### src/rtl/dhcp_vlg_rx_parse.sv
// dhcp_vlg_rx_parse
// Receive-side DHCP message parser. Consumes the UDP payload bytes of frames
// already matched to client port 68, checks the fixed BOOTP header length and
// the magic cookie, walks the option list and presents one result per frame on
// an out_val / out_done handshake.
//
// Ports
//   clk, rst_n        system clock, asynchronous active-low reset
//   in_dat[7:0]       payload byte
//   in_val            in_dat valid (no state change while low)
//   in_sof, in_eof    first / last payload byte, qualified by in_val
//   out_val           result valid, held until out_done
//   out_err           frame malformed (meaningful while out_val)
//   out_done          consumer acknowledge
//   op, xid, yiaddr   BOOTP op, transaction id, offered address
//   msg_type          option 53
//   subnet_mask       option 1
//   router            option 3 (first address)
//   lease_time        option 51
//   server_id         option 54
//   opt_pres[4:0]     presence flags for options 53, 1, 3, 51, 54
module dhcp_vlg_rx_parse #(
    parameter int MAX_OPT_LEN = 312
) (
    input  logic        clk,
    input  logic        rst_n,
    input  logic [7:0]  in_dat,
    input  logic        in_val,
    input  logic        in_sof,
    input  logic        in_eof,
    output logic        out_val,
    output logic        out_err,
    input  logic        out_done,
    output logic [7:0]  op,
    output logic [31:0] xid,
    output logic [31:0] yiaddr,
    output logic [7:0]  msg_type,
    output logic [31:0] subnet_mask,
    output logic [31:0] router,
    output logic [31:0] lease_time,
    output logic [31:0] server_id,
    output logic [4:0]  opt_pres
);

    localparam logic [2:0] S_IDLE     = 3'd0;
    localparam logic [2:0] S_FIXED    = 3'd1;
    localparam logic [2:0] S_COOKIE   = 3'd2;
    localparam logic [2:0] S_OPT_CODE = 3'd3;
    localparam logic [2:0] S_OPT_LEN  = 3'd4;
    localparam logic [2:0] S_OPT_DATA = 3'd5;
    localparam logic [2:0] S_SKIP_EOF = 3'd6;
    localparam logic [2:0] S_HOLD     = 3'd7;

    localparam logic [8:0] OPT_LIMIT = 9'(MAX_OPT_LEN);

    logic [2:0]  state, state_n;
    logic [8:0]  byte_cnt, byte_cnt_n;
    logic [8:0]  opt_cnt, opt_cnt_n;
    logic [7:0]  opt_code, opt_code_n;
    logic [7:0]  opt_len, opt_len_n;
    logic [7:0]  opt_rem, opt_rem_n;
    logic [31:0] opt_shift, opt_shift_n;
    logic        out_val_n, out_err_n;
    logic [7:0]  op_n, msg_type_n;
    logic [31:0] xid_n, yiaddr_n, subnet_mask_n, router_n, lease_time_n, server_id_n;
    logic [4:0]  opt_pres_n;
    logic [7:0]  cookie_byte;
    logic [7:0]  opt_kept;
    logic [8:0]  opt_cnt_inc;
    logic        len_is_4;

    always_comb begin
        // NOTE: every next-state signal is defaulted to its current value first,
        // so no path through the branches below can infer a latch.
        state_n       = state;
        byte_cnt_n    = byte_cnt;
        opt_cnt_n     = opt_cnt;
        opt_code_n    = opt_code;
        opt_len_n     = opt_len;
        opt_rem_n     = opt_rem;
        opt_shift_n   = opt_shift;
        out_val_n     = out_val;
        out_err_n     = out_err;
        op_n          = op;
        xid_n         = xid;
        yiaddr_n      = yiaddr;
        msg_type_n    = msg_type;
        subnet_mask_n = subnet_mask;
        router_n      = router;
        lease_time_n  = lease_time;
        server_id_n   = server_id;
        opt_pres_n    = opt_pres;

        // Cookie bytes 236..239 line up with byte_cnt[1:0] = 0..3.
        case (byte_cnt[1:0])
            2'd0:    cookie_byte = 8'h63;
            2'd1:    cookie_byte = 8'h82;
            2'd2:    cookie_byte = 8'h53;
            default: cookie_byte = 8'h63;
        endcase
        opt_cnt_inc = (opt_cnt == 9'h1FF) ? opt_cnt : opt_cnt + 9'd1;
        opt_kept    = opt_len - opt_rem;   // data bytes of this option already seen
        len_is_4    = (opt_len == 8'd4);

        if (state == S_HOLD) begin
            // Bytes arriving here are dropped, including a new in_sof.
            if (out_done) begin
                out_val_n = 1'b0;
                state_n   = S_IDLE;
            end
        end else if (in_val) begin
            if (in_sof) begin
                // Start of frame, or a mid-frame restart that silently aborts the old one.
                state_n       = S_FIXED;
                byte_cnt_n    = 9'd1;
                opt_cnt_n     = '0;
                out_err_n     = 1'b0;
                op_n          = in_dat;
                xid_n         = '0;
                yiaddr_n      = '0;
                msg_type_n    = '0;
                subnet_mask_n = '0;
                router_n      = '0;
                lease_time_n  = '0;
                server_id_n   = '0;
                opt_pres_n    = '0;
                if (in_eof) begin
                    out_err_n = 1'b1;
                    out_val_n = 1'b1;
                    state_n   = S_HOLD;
                end
            end else if (state != S_IDLE) begin
                byte_cnt_n = (byte_cnt == 9'h1FF) ? byte_cnt : byte_cnt + 9'd1;
                case (state)
                    S_FIXED: begin
                        if (byte_cnt >= 9'd4 && byte_cnt <= 9'd7)
                            xid_n = {xid[23:0], in_dat};
                        if (byte_cnt >= 9'd16 && byte_cnt <= 9'd19)
                            yiaddr_n = {yiaddr[23:0], in_dat};
                        if (byte_cnt == 9'd235)
                            state_n = S_COOKIE;
                    end
                    S_COOKIE: begin
                        if (in_dat != cookie_byte) begin
                            out_err_n = 1'b1;
                            state_n   = S_SKIP_EOF;
                        end else if (byte_cnt == 9'd239) begin
                            state_n = S_OPT_CODE;
                        end
                    end
                    S_OPT_CODE, S_OPT_LEN, S_OPT_DATA: begin
                        opt_cnt_n = opt_cnt_inc;
                        if (opt_cnt_inc > OPT_LIMIT) begin
                            out_err_n = 1'b1;
                            state_n   = S_SKIP_EOF;
                        end else if (state == S_OPT_CODE) begin
                            if (in_dat == 8'hFF) begin
                                state_n = S_SKIP_EOF;
                            end else if (in_dat != 8'h00) begin
                                opt_code_n = in_dat;
                                state_n    = S_OPT_LEN;
                            end
                        end else if (state == S_OPT_LEN) begin
                            opt_len_n   = in_dat;
                            opt_rem_n   = in_dat;
                            opt_shift_n = '0;
                            state_n     = (in_dat == 8'h00) ? S_OPT_CODE : S_OPT_DATA;
                        end else begin
                            opt_rem_n = opt_rem - 8'd1;
                            // Only the first four data bytes are kept (router takes the first address).
                            if (opt_kept < 8'd4)
                                opt_shift_n = {opt_shift[23:0], in_dat};
                            if (opt_rem == 8'd1) begin
                                state_n = S_OPT_CODE;
                                case (opt_code)
                                    8'd53: begin
                                        if (opt_len == 8'd1) begin
                                            msg_type_n    = opt_shift_n[7:0];
                                            opt_pres_n[0] = 1'b1;
                                        end else out_err_n = 1'b1;
                                    end
                                    8'd1: begin
                                        if (len_is_4) begin
                                            subnet_mask_n = opt_shift_n;
                                            opt_pres_n[1] = 1'b1;
                                        end else out_err_n = 1'b1;
                                    end
                                    8'd3: begin
                                        if (opt_len >= 8'd4 && opt_len[1:0] == 2'b00) begin
                                            router_n      = opt_shift_n;
                                            opt_pres_n[2] = 1'b1;
                                        end else out_err_n = 1'b1;
                                    end
                                    8'd51: begin
                                        if (len_is_4) begin
                                            lease_time_n  = opt_shift_n;
                                            opt_pres_n[3] = 1'b1;
                                        end else out_err_n = 1'b1;
                                    end
                                    8'd54: begin
                                        if (len_is_4) begin
                                            server_id_n   = opt_shift_n;
                                            opt_pres_n[4] = 1'b1;
                                        end else out_err_n = 1'b1;
                                    end
                                    default: ;
                                endcase
                            end
                        end
                    end
                    default: ;   // S_SKIP_EOF discards bytes
                endcase

                if (in_eof) begin
                    out_val_n = 1'b1;
                    state_n   = S_HOLD;
                    // Clean only when already skipping after an end option, or this byte is the end.
                    if (!(state == S_SKIP_EOF || (state == S_OPT_CODE && in_dat == 8'hFF)) ||
                        !opt_pres_n[0])
                        out_err_n = 1'b1;
                end
            end
        end
    end

    // NOTE: state is updated with non-blocking assignments so every register
    // samples the values computed above for this same edge.
    always_ff @(posedge clk or negedge rst_n) begin
        if (!rst_n) begin
            state       <= S_IDLE;
            byte_cnt    <= '0;
            opt_cnt     <= '0;
            opt_code    <= '0;
            opt_len     <= '0;
            opt_rem     <= '0;
            opt_shift   <= '0;
            out_val     <= 1'b0;
            out_err     <= 1'b0;
            op          <= '0;
            xid         <= '0;
            yiaddr      <= '0;
            msg_type    <= '0;
            subnet_mask <= '0;
            router      <= '0;
            lease_time  <= '0;
            server_id   <= '0;
            opt_pres    <= '0;
        end else begin
            state       <= state_n;
            byte_cnt    <= byte_cnt_n;
            opt_cnt     <= opt_cnt_n;
            opt_code    <= opt_code_n;
            opt_len     <= opt_len_n;
            opt_rem     <= opt_rem_n;
            opt_shift   <= opt_shift_n;
            out_val     <= out_val_n;
            out_err     <= out_err_n;
            op          <= op_n;
            xid         <= xid_n;
            yiaddr      <= yiaddr_n;
            msg_type    <= msg_type_n;
            subnet_mask <= subnet_mask_n;
            router      <= router_n;
            lease_time  <= lease_time_n;
            server_id   <= server_id_n;
            opt_pres    <= opt_pres_n;
        end
    end

endmodule

### config.mk
export PLATFORM = sky130hd
export DESIGN_NAME = dhcp_vlg_rx_parse
export DESIGN_NICKNAME = d
export VERILOG_FILES = /design/src/rtl/dhcp_vlg_rx_parse.sv
export SDC_FILE = /design/constraint.sdc
export NUM_CORES = 1
export LEC_CHECK = 0
export ABC_CLOCK_PERIOD_IN_PS = 6350
export BUFFER_PORTS_ARGS = -buffer_cell sky130_fd_sc_hd__buf_2
export CORE_MARGIN = 3
export CORE_UTILIZATION = 61
export DETAILED_ROUTE_END_ITERATION = 12
export GPL_TIMING_DRIVEN = 0
export PLACE_DENSITY = 0.87
export SLEW_MARGIN = 5
export SYNTH_ARGS = -nofsm -noshare
export SYNTH_HDL_FRONTEND = slang
export SYNTH_SLANG_ARGS = --single-unit
### constraint.sdc
create_clock -name clk -period 6.35 [get_ports clk]
set_clock_uncertainty 0.1 [all_clocks]
set_input_delay 0.9525 -clock clk [delete_from_list [all_inputs] [get_ports clk]]
set_output_delay 0.9525 -clock clk [all_outputs]
set_load 0.01 [all_outputs]
== Word-level counts from Yosys, hierarchy flattened ==
Cells that the tools add are included.
Storage, ports and cells
  bits of input ports: 14
  word-level logic and storage cells: 252
  bits in registers: 292
  output and inout port bits: 215
Operators by class
  magnitude comparators: 7
  equality and inequality tests: 43
  $add $sub $neg: 4
  bitwise gates (word level): 5
  reduce and logical (&&, ||, !) cells: 51
  multiplexer cells: 120
Operators by type and width (count)
  32-bit 2-to-1 mux: 44
  10-bit AND reduction: 9
  8-bit 2-to-1 mux: 10
  9-bit 2-to-1 mux: 7
  5-bit 2-to-1 mux: 11
  3-bit 2-to-1 mux: 17
  4-bit by 1-bit != test with 1-bit output (second input constant): 8
  2-bit nonzero test: 15
  1-bit 2-to-1 mux: 27
  8-bit by 1-bit == test with 1-bit output (second input constant): 3
  8-bit by 6-bit == test with 1-bit output (second input constant): 3
  9-bit by 1-bit adder with 9-bit output (second input constant): 2
  9-bit by 8-bit == test with 1-bit output (second input constant): 2
  9-bit == test (second input constant): 2
  8-bit != test (second input constant): 2
  8-bit one-hot mux with 2 select lines: 1
  8-bit AND reduction: 2
  3-bit == test (second input constant): 4
  4-bit != test (second input constant): 3
  2-bit != test (second input constant): 5
  5-bit AND reduction: 2
  9-bit by 3-bit >= comparator with 1-bit output (second input constant): 1
  9-bit by 5-bit >= comparator with 1-bit output (second input constant): 1
  9-bit greater-than comparator (second input constant): 1
  33 further kinds: 48

== Depth between registers and ports, before layout ==
Gate-level depths: netlist of run 1.
  word-level depth: 19
  depth in mapped cells: 11
  gate-level depth less buffers: 9

== Worst setup path after synthesis of run 1 ==
Ideal clock, no wire load.
  kind: input to register
  start: input port in_dat[0]
  end: register state[0]
  cell stages on the path: 8
  data required time: 6125 ps
  library setup time: 125 ps
  buffers on the path: 1
  setup slack: 3455 ps
  data arrival time: 2671 ps
  path through: clkbuf_1 nor4bb_1 a31oi_1 or4_1 nor2_1 nand4_1 and4_1 mux2_2
On the way
  word-level cells in the longest chain between the ends: 10
  elaborated cells between the ends (all ways): 16
  classes of those cells: eq/ne: 4; mux: 10; reduce/logical: 2
RTL lines
  start: declaration: line 27  | input logic [7:0] in_dat,
  8-bit == test: line 157  | if (in_dat == 8'hFF) begin
  3-bit 2-to-1 mux: line 157
  3-bit 2-to-1 mux: line 156  | end else if (state == S_OPT_CODE) begin
  3-bit 2-to-1 mux: line 153  | if (opt_cnt_inc > OPT_LIMIT) begin
  3-bit one-hot mux with 3 select lines: line 134  | case (state)
  3-bit 2-to-1 mux: line 214  | if (in_eof) begin
  3-bit 2-to-1 mux: line 132  | end else if (state != S_IDLE) begin
  3-bit 2-to-1 mux: line 112  | if (in_sof) begin
  3-bit 2-to-1 mux: line 111  | end else if (in_val) begin
  3-bit 2-to-1 mux: line 105  | if (state == S_HOLD) begin
  end signal: assignment: line 249  | state <= state_n;
  end: declaration: line 56  | logic [2:0] state, state_n;
Several ways; a longest one is shown, not always the timed one. The select of a mux whose other input is x is not followed.
A chain may end at the register's enable or synchronous reset.

== Worst setup path after layout of run 1 ==
  start: register opt_rem[4]
  end: register lease_time[4]
On the way
  word-level cells in the longest chain between the ends: 12
  elaborated cells between the ends (all ways): 15
  classes of those cells: add/sub: 1; order compare: 1; eq/ne: 1; mux: 10; reduce/logical: 2
RTL lines
  start: declaration: line 61  | logic [7:0] opt_rem, opt_rem_n;
  start signal: assignment: line 254  | opt_rem <= opt_rem_n;
  8-bit subtractor: line 102  | opt_kept = opt_len - opt_rem;
  8-bit by 3-bit < comparator with 1-bit output: line 171  | if (opt_kept < 8'd4)
  32-bit 2-to-1 mux: line 171
  32-bit 2-to-1 mux: line 195  | if (len_is_4) begin
  32-bit 2-to-1 mux: line 175  | case (opt_code)
  32-bit 2-to-1 mux: line 173  | if (opt_rem == 8'd1) begin
  32-bit 2-to-1 mux: line 163  | end else if (state == S_OPT_LEN) begin
  32-bit 2-to-1 mux: line 156
  32-bit 2-to-1 mux: line 153
  32-bit 2-to-1 mux: line 134
  32-bit 2-to-1 mux: line 132
  32-bit 2-to-1 mux: line 112
  end signal: assignment: line 264  | lease_time <= lease_time_n;
  end: declaration: line 40  | output logic [31:0] lease_time,
Several ways; a longest one is shown, not always the timed one. The select of a mux whose other input is x is not followed.

==> impl_metrics.json, run 1 <==
{
  "synth_compound_area_frac": 0.153,
  "fmaxAchievable_mhz": 293,
  "design_area_um2": 16400,
  "gp_congestion": 0.958,
  "path_clk_slew_ns": 0.06,
  "layout.nets": 1687,
  "synthTopCellsByArea": "dfrtp_1 53%, nand2_1 6.9%, mux2i_1 5.5%",
  "cellPowerDensity_nw_per_um2": 393,
  "synth_simple_gate_area_frac": 0.188,
  "synth_mux_area_frac": 0.0710,
  "power.switching_mw": 2.36,
  "crit_type": "register to register",
  "instances_no_fill": 1961,
  "cts.sinks": 292,
  "drt_iter0_drc": 1236,
  "syn-num-nets": 1434,
  "io_buffers": 220,
  "dp_hpwl_mm": 30.0,
  "ctsHoldBuffers": 0,
  "cts_buffer_depth": 3,
  "die-area_um2": 24600,
  "sw_frac_of_total": 0.366,
  "dpl_worst_slack_ns": 2.95,
  "cp_data_required_time_ns": 6.64,
  "reg2reg_to": "lease_time[4]$_DFFE_PN0P_",
  "r2r_cells": 10,
  "r2r_slack_ns": 2.94,
  "ys_seq_area_frac": 0.526,
  "slew_violations": 0,
  "p_leak_nw": 8.11,
  "dp.cells": 1908,
  "synth_cells": 1406,
  "endpoint_kind": "register",
  "route.detailed.drc": 0,
  "startpoint_type": "register",
  "drive_gt1_frac": 0.231,
  "placed_area_um2": 15400,
  "grt_use_total": 0.332,
  "critical_path_arrival_ns": 3.71,
  "clk_latency_ns": 0.55,
  "slew-limit-headroom": 0.538,
  "vias": 12300,
  "fp.dieW_um": 157,
  "postRouteWirelength_mm": 41.8,
  "grt_max_degree": 121,
  "postLayoutSetupSlackWorst_ns": 2.94,
  "tightest_slew_ns": 0.692,
  "synth-seq-cells": 292,
  "area_growth_syn_to_layout_pct": 18.3,
  "synth_warnings": 0,
  "diodes": 0,
  "seqPwrFrac": 0.405,
  "cap_violations": 0,
  "synth_most_common_cell": "dfrtp_1",
  "yosys.area.top_type_share": 0.526,
  "cpMostUsedCell": "mux2i_1",
  "ys.flop_type": "dfrtp_1",
  "ios": 229,
  "drt-pass1-iter-count": 5,
  "crit-reg2reg-launch": "opt_rem[4]$_DFFE_PN0P_",
  "ys_top_cells_by_count": "292 x dfrtp_1, 256 x nand2_1, 130 x nand3_1",
  "core_um2": 22100,
  "power_frac_comb": 0.313,
  "max_stage_delay_ns": 0.61,
  "synth_fa_ha_area_frac": 0.0126,
  "cpMaxStageDelayCell": "mux2i_1",
  "via_per_inst": 6.29,
  "tns_ns": 0,
  "start_util": 0.628,
  "synth-edff-count": 0,
  "hold_viol_final": 0,
  "post-route-min-period_ns": 3.41,
  "syn_area_um2": 13900,
  "synth_top_family_by_area": "simple AND/OR/NAND/NOR gates",
  "synth_async_sr_flop_share": 1.00,
  "cts_buffers": 29,
  "vdd_drop_max_mv": 0.175,
  "rsz0062_at_grt": "no",
  "grt_pass1_vias": 11800,
  "crit_fanout": 10,
  "ys_types": 63,
  "antenna_found_initial": 0,
  "ctsResizeCount": 0,
  "h-tree-depth": 1,
  "grt.overflow.total": 0,
  "synth.largest_area_cell": "dfrtp_1",
  "p_total_mw": 6.45,
  "die_y_um": 157,
  "rows": 54,
  "power_frac_clock": 0.283,
  "avgSynthCellArea_um2": 9.88,
  "grt_pass1_wl_mm": 64.8,
  "post_cts_buffers": 0,
  "period_share": 0.537,
  "p_int_mw": 4.09,
  "path_cells": "inv_1 > ha_1 > o21a_1 > nand2_1 > o21ai_1 > mux2i_1 > nor3_2 > buf_2 > mux2i_1 > o21ai_0",
  "avgRoutedWirePerCell_um": 21.3,
  "synthXorXnorAreaFrac": 0.00694,
  "cts_tree": "yes",
  "status": "completed",
  "hp-class": "input pin to async pin",
  "setup_viol": 0,
  "drtAntennaViolNets": 0,
  "root_buffer": "clkbuf_16"
}
-- cells by family after synthesis --
| group | count (synthesis) |
|---|---|
| adders and majority gates | 14 |
| buffers and inverters | 138 |
| and+or+nand+nor | 560 |
| DFF | 292 |
| xor gates and xnor gates | 11 |
| AOI/OAI and AO/OA | 295 |
| muxes | 96 |
-- sequential cells by signal, indices dropped and copies added (netlist names) --
name,flops
subnet_mask,32
state,3
msg_type,8
opt_cnt,9
router,32
lease_time,32
opt_code,8
opt_rem,8
yiaddr,32
out_err,1
server_id,32
opt_pres,5
opt_len,8
xid,32
out_val,1
opt_shift,32
byte_cnt,9
op,8
-- power groups by stage --
stage	Clock (mW)	Combinational (mW)	Sequential, mW
after detailed placement	0	1.97	2.62
after global routing	1.91	2.22	2.64
after global placement	0	1.90	2.60
after floorplan	0	1.17	2.66
after CTS	1.83	2.00	2.59
final	1.82	2.02	2.61
-- through the flow --
stage	util	hold slack [ns]
5_1_grt	0.743	0.241
6_report	0.743	0.228
4_1_cts	0.743	0.234
3_3_place_gp	0.694	0.344
3_5_place_dp	0.697	0.351
2_1_floorplan	-	0.379
-- how the worst max path moves through the flow --
stage | startpoint | end | slack (ns) | cells after the start
after floorplan | in_dat[0] | state[0]$_DFFE_PN0P_ | 3.45 | 8
after global placement | rst_n | opt_cnt[5]$_DFFE_PN0P_ | -0.99 | 1
after detailed placement | in_sof | router[20]$_DFFE_PN0P_ | 2.95 | 8
after CTS | opt_rem[4]$_DFFE_PN0P_ | lease_time[4]$_DFFE_PN0P_ | 3.02 | 10
after global routing | opt_rem[4]$_DFFE_PN0P_ | router[4]$_DFFE_PN0P_ | 2.79 | 10
final | opt_rem[4]$_DFFE_PN0P_ | lease_time[4]$_DFFE_PN0P_ | 2.94 | 10
-- critical path, delay by kind of cell, from the launching register on --
kind / cells / cell delay [ns]
compound gates: 3 / 0.53
flops: 1 / 0.45
buf+inv: 2 / 0.51
fa+ha+maj: 1 / 0.35
simple gates: 2 / 0.59
mux: 2 / 0.72
-- cells in the final DEF (no fill, tap or decap), drive strengths merged, types with 6 or more instances in the layout --
cell / instances
nand3: 131
and2: 6
clkbuf: 108
xor2: 6
o22ai: 6
o2bb2ai: 62
buf: 261
a31o: 30
inv: 30
nor2: 49
and3: 10
nand2: 256
a21oi: 44
nor2b: 47
nand4: 14
clkinv: 6
mux2: 20
nor4: 7
nor3: 14
o21ai: 116
a31oi: 6
mux2i: 76
dfrtp: 292
ha: 14
-- final cells by class --
cell class              instances  area (um2)
plain buffers                 108         474
clock buffers                  39         843
clock inverters                14         180
fillers                      1533        5670
inverters                      30         113
multi-input cells             976        5990
flip-flops and latches        292        7310
well taps                     280         350
repair buffers                222        1170
-- layer usage --
layer | vias to the layer above | global-route usage | routed length, um
li1 | 5449 | - | -
met1 | 6042 | 0.454 | 16700
met2 | 721 | 0.536 | 19500
met3 | 116 | 0.0683 | 4180
met4 | 0 | 0.111 | 1460
met5 | - | 0 | 0
No activity file was read; power rests on OpenSTA's default activity.
==> run 2, diff against run 1 <==
--- a/config.mk
+++ b/config.mk
@@ -5,13 +5,13 @@
 export SDC_FILE = /design/constraint.sdc
 export NUM_CORES = 1
 export LEC_CHECK = 0
-export ABC_CLOCK_PERIOD_IN_PS = 6350
+export ABC_CLOCK_PERIOD_IN_PS = 3550
 export BUFFER_PORTS_ARGS = -buffer_cell sky130_fd_sc_hd__buf_2
 export CORE_MARGIN = 3
-export CORE_UTILIZATION = 61
+export CORE_UTILIZATION = 57
 export DETAILED_ROUTE_END_ITERATION = 12
 export GPL_TIMING_DRIVEN = 0
-export PLACE_DENSITY = 0.87
+export PLACE_DENSITY = 0.83
 export SLEW_MARGIN = 5
 export SYNTH_ARGS = -nofsm -noshare
 export SYNTH_HDL_FRONTEND = slang
==> constraint.sdc (replaced) <==
create_clock -name clk -period 3.55 [get_ports clk]
set_clock_uncertainty 0.1 [all_clocks]
set_input_delay 0.5325 -clock clk [delete_from_list [all_inputs] [get_ports clk]]
set_output_delay 0.5325 -clock clk [all_outputs]
set_load 0.01 [all_outputs]
==> run 2 against run 1 <==
Fmax shrank 1.4%. Die area increased by 6.7%. Register-to-register slack worse by 2.8 ns. Setup slack got worse by 2.8 ns. Clock-buffer cell count grew 5. Global-route usage is 2.3 points lower. Final cell count up 1.9%.
==> impl_metrics.json, run 2 (synthesized netlist as in run 1, its figures left out) <==
{
  "diodes": 0,
  "path_clk_slew_ns": 0.06,
  "cap_violations": 0,
  "vias": 12200,
  "gp_congestion": 0.962,
  "post_cts_buffers": 0,
  "rsz0062_at_grt": "no",
  "antenna_found_initial": 1,
  "layout.nets": 1689,
  "r2r_cells": 10,
  "avgRoutedWirePerCell_um": 20.7,
  "rows": 56,
  "hold_viol_final": 0,
  "root_buffer": "clkbuf_16",
  "clk_latency_ns": 0.56,
  "crit_end": "lease_time[4]$_DFFE_PN0P_",
  "drt-pass1-iter-count": 5,
  "h-tree-depth": 1,
  "cts.sinks": 292,
  "ios": 229,
  "cts_buffer_depth": 3,
  "startpoint_type": "register",
  "start_util": 0.586,
  "n_fill_cell": 1793,
  "io_buffers": 220,
  "dp_hpwl_mm": 30.1,
  "tightest_slew_ns": 0.787,
  "crit_fanout": 10,
  "grt.overflow.total": 0,
  "setup_viol": 0,
  "drive_gt1_frac": 0.229,
  "postRouteWirelength_mm": 41.3,
  "r2r_slack_ns": 0.09,
  "timing.hold.ws_ns": 0.0795,
  "p_total_mw": 11.6,
  "post-route-min-period_ns": 3.46,
  "final_util": 0.697,
  "fmaxAchievable_mhz": 289,
  "slew-limit-headroom": 0.475,
  "grt_max_degree": 113,
  "crit_path_start": "opt_rem[4]$_DFFE_PN0P_",
  "final_common_cell": "dfrtp_1",
  "cellPowerDensity_nw_per_um2": 701,
  "grt_pass1_vias": 11700,
  "mostFrequentLayoutCells": "292 x dfrtp_1, 256 x nand2_1, 244 x buf_2, 130 x nand3_1, 113 x o21ai_0",
  "fp.dieW_um": 162,
  "reg2reg_to": "lease_time[4]$_DFFE_PN0P_",
  "crit-reg2reg-launch": "opt_rem[4]$_DFFE_PN0P_",
  "min_path_cells": 2,
  "grt_use_total": 0.309,
  "status": "completed",
  "die-area_um2": 26300,
  "route.detailed.drc": 0,
  "cts_buffers": 30,
  "grt_pass1_wl_mm": 64.8,
  "core_um2": 23700,
  "cp_data_required_time_ns": 3.85,
  "p_leak_nw": 8.13,
  "cts_tree": "yes",
  "crit_type": "register to register",
  "critical_path_arrival_ns": 3.76,
  "endpoint_kind": "register",
  "drt_iter0_drc": 1307,
  "slew_violations": 0,
  "area_growth_syn_to_layout_pct": 18.8,
  "hp-class": "input pin to register",
  "via_per_inst": 6.08,
  "vdd_drop_max_mv": 0.376,
  "tns_ns": 0,
  "period_share": 0.975,
  "die_y_um": 162,
  "drtAntennaViolNets": 0
}
run 2: worst max-delay path, stage by stage (launching register included):
cell and delay, ns:
dfrtp_1 0.45, inv_1 0.12, ha_1 0.35, o21a_1 0.14
a21oi_1 0.14, o21ai_1 0.10, mux2i_1 0.14, nor3_2 0.49
buf_2 0.40, mux2i_1 0.64, o21ai_0 0.22
run 2: area by class of cell:
class	instances	area, um2	share of cell area
flip-flops and latches	292	7310	0.443
multi-input cells	976	6000	0.364
repair buffers	223	1180	0.0713
clock buffers	44	895	0.0542
plain buffers	108	474	0.0287
well taps	319	399	0.0242
clock inverters	7	135	0.00819
inverters	30	113	0.00682
run 2: stage by stage:
step	area, um2	setup WS [ns]	instances
after floorplan	13900	0.954	1406
after global placement	15400	-3.38	1945
after detailed placement	15500	0.167	1947
after CTS	16500	0.113	1999
after global routing	16500	0.00368	1999
final	16500	0.0879	1999
run 2: layer usage:
layer | wire [um] | GRT usage
met5 | 13 | 0
met4 | 1440 | 0.104
met2 | 18800 | 0.488
met1 | 17200 | 0.438
met3 | 3910 | 0.0541
run 2: worst min-delay path by stage:
stage / start / endpoint / slack (ns)
6_report: out_done / out_val$_DFFE_PN0P_ / 0.08
3_3_place_gp: xid[28]$_DFFE_PN0P_ / xid[28]$_DFFE_PN0P_ / 0.35
5_1_grt: out_done / out_val$_DFFE_PN0P_ / 0.07
4_1_cts: out_done / out_val$_DFFE_PN0P_ / 0.06
2_1_floorplan: rst_n / byte_cnt[0]$_DFFE_PN0P_ / 0.14
3_5_place_dp: yiaddr[27]$_DFFE_PN0P_ / yiaddr[27]$_DFFE_PN0P_ / 0.35
run 2: what timing repair did:
item,CTS,global route
endpoints found under the hold margin,68,0
setup endpoints to repair,0,11
hold buffers,1,0
resized for setup,0,3
run 2: report_power, final:
group / total (mW) / internal, mW / switching, mW
clock: 3.29 / 2.01 / 1.27
sequential: 4.66 / 4.02 / 0.635
combinational: 3.63 / 1.35 / 2.28
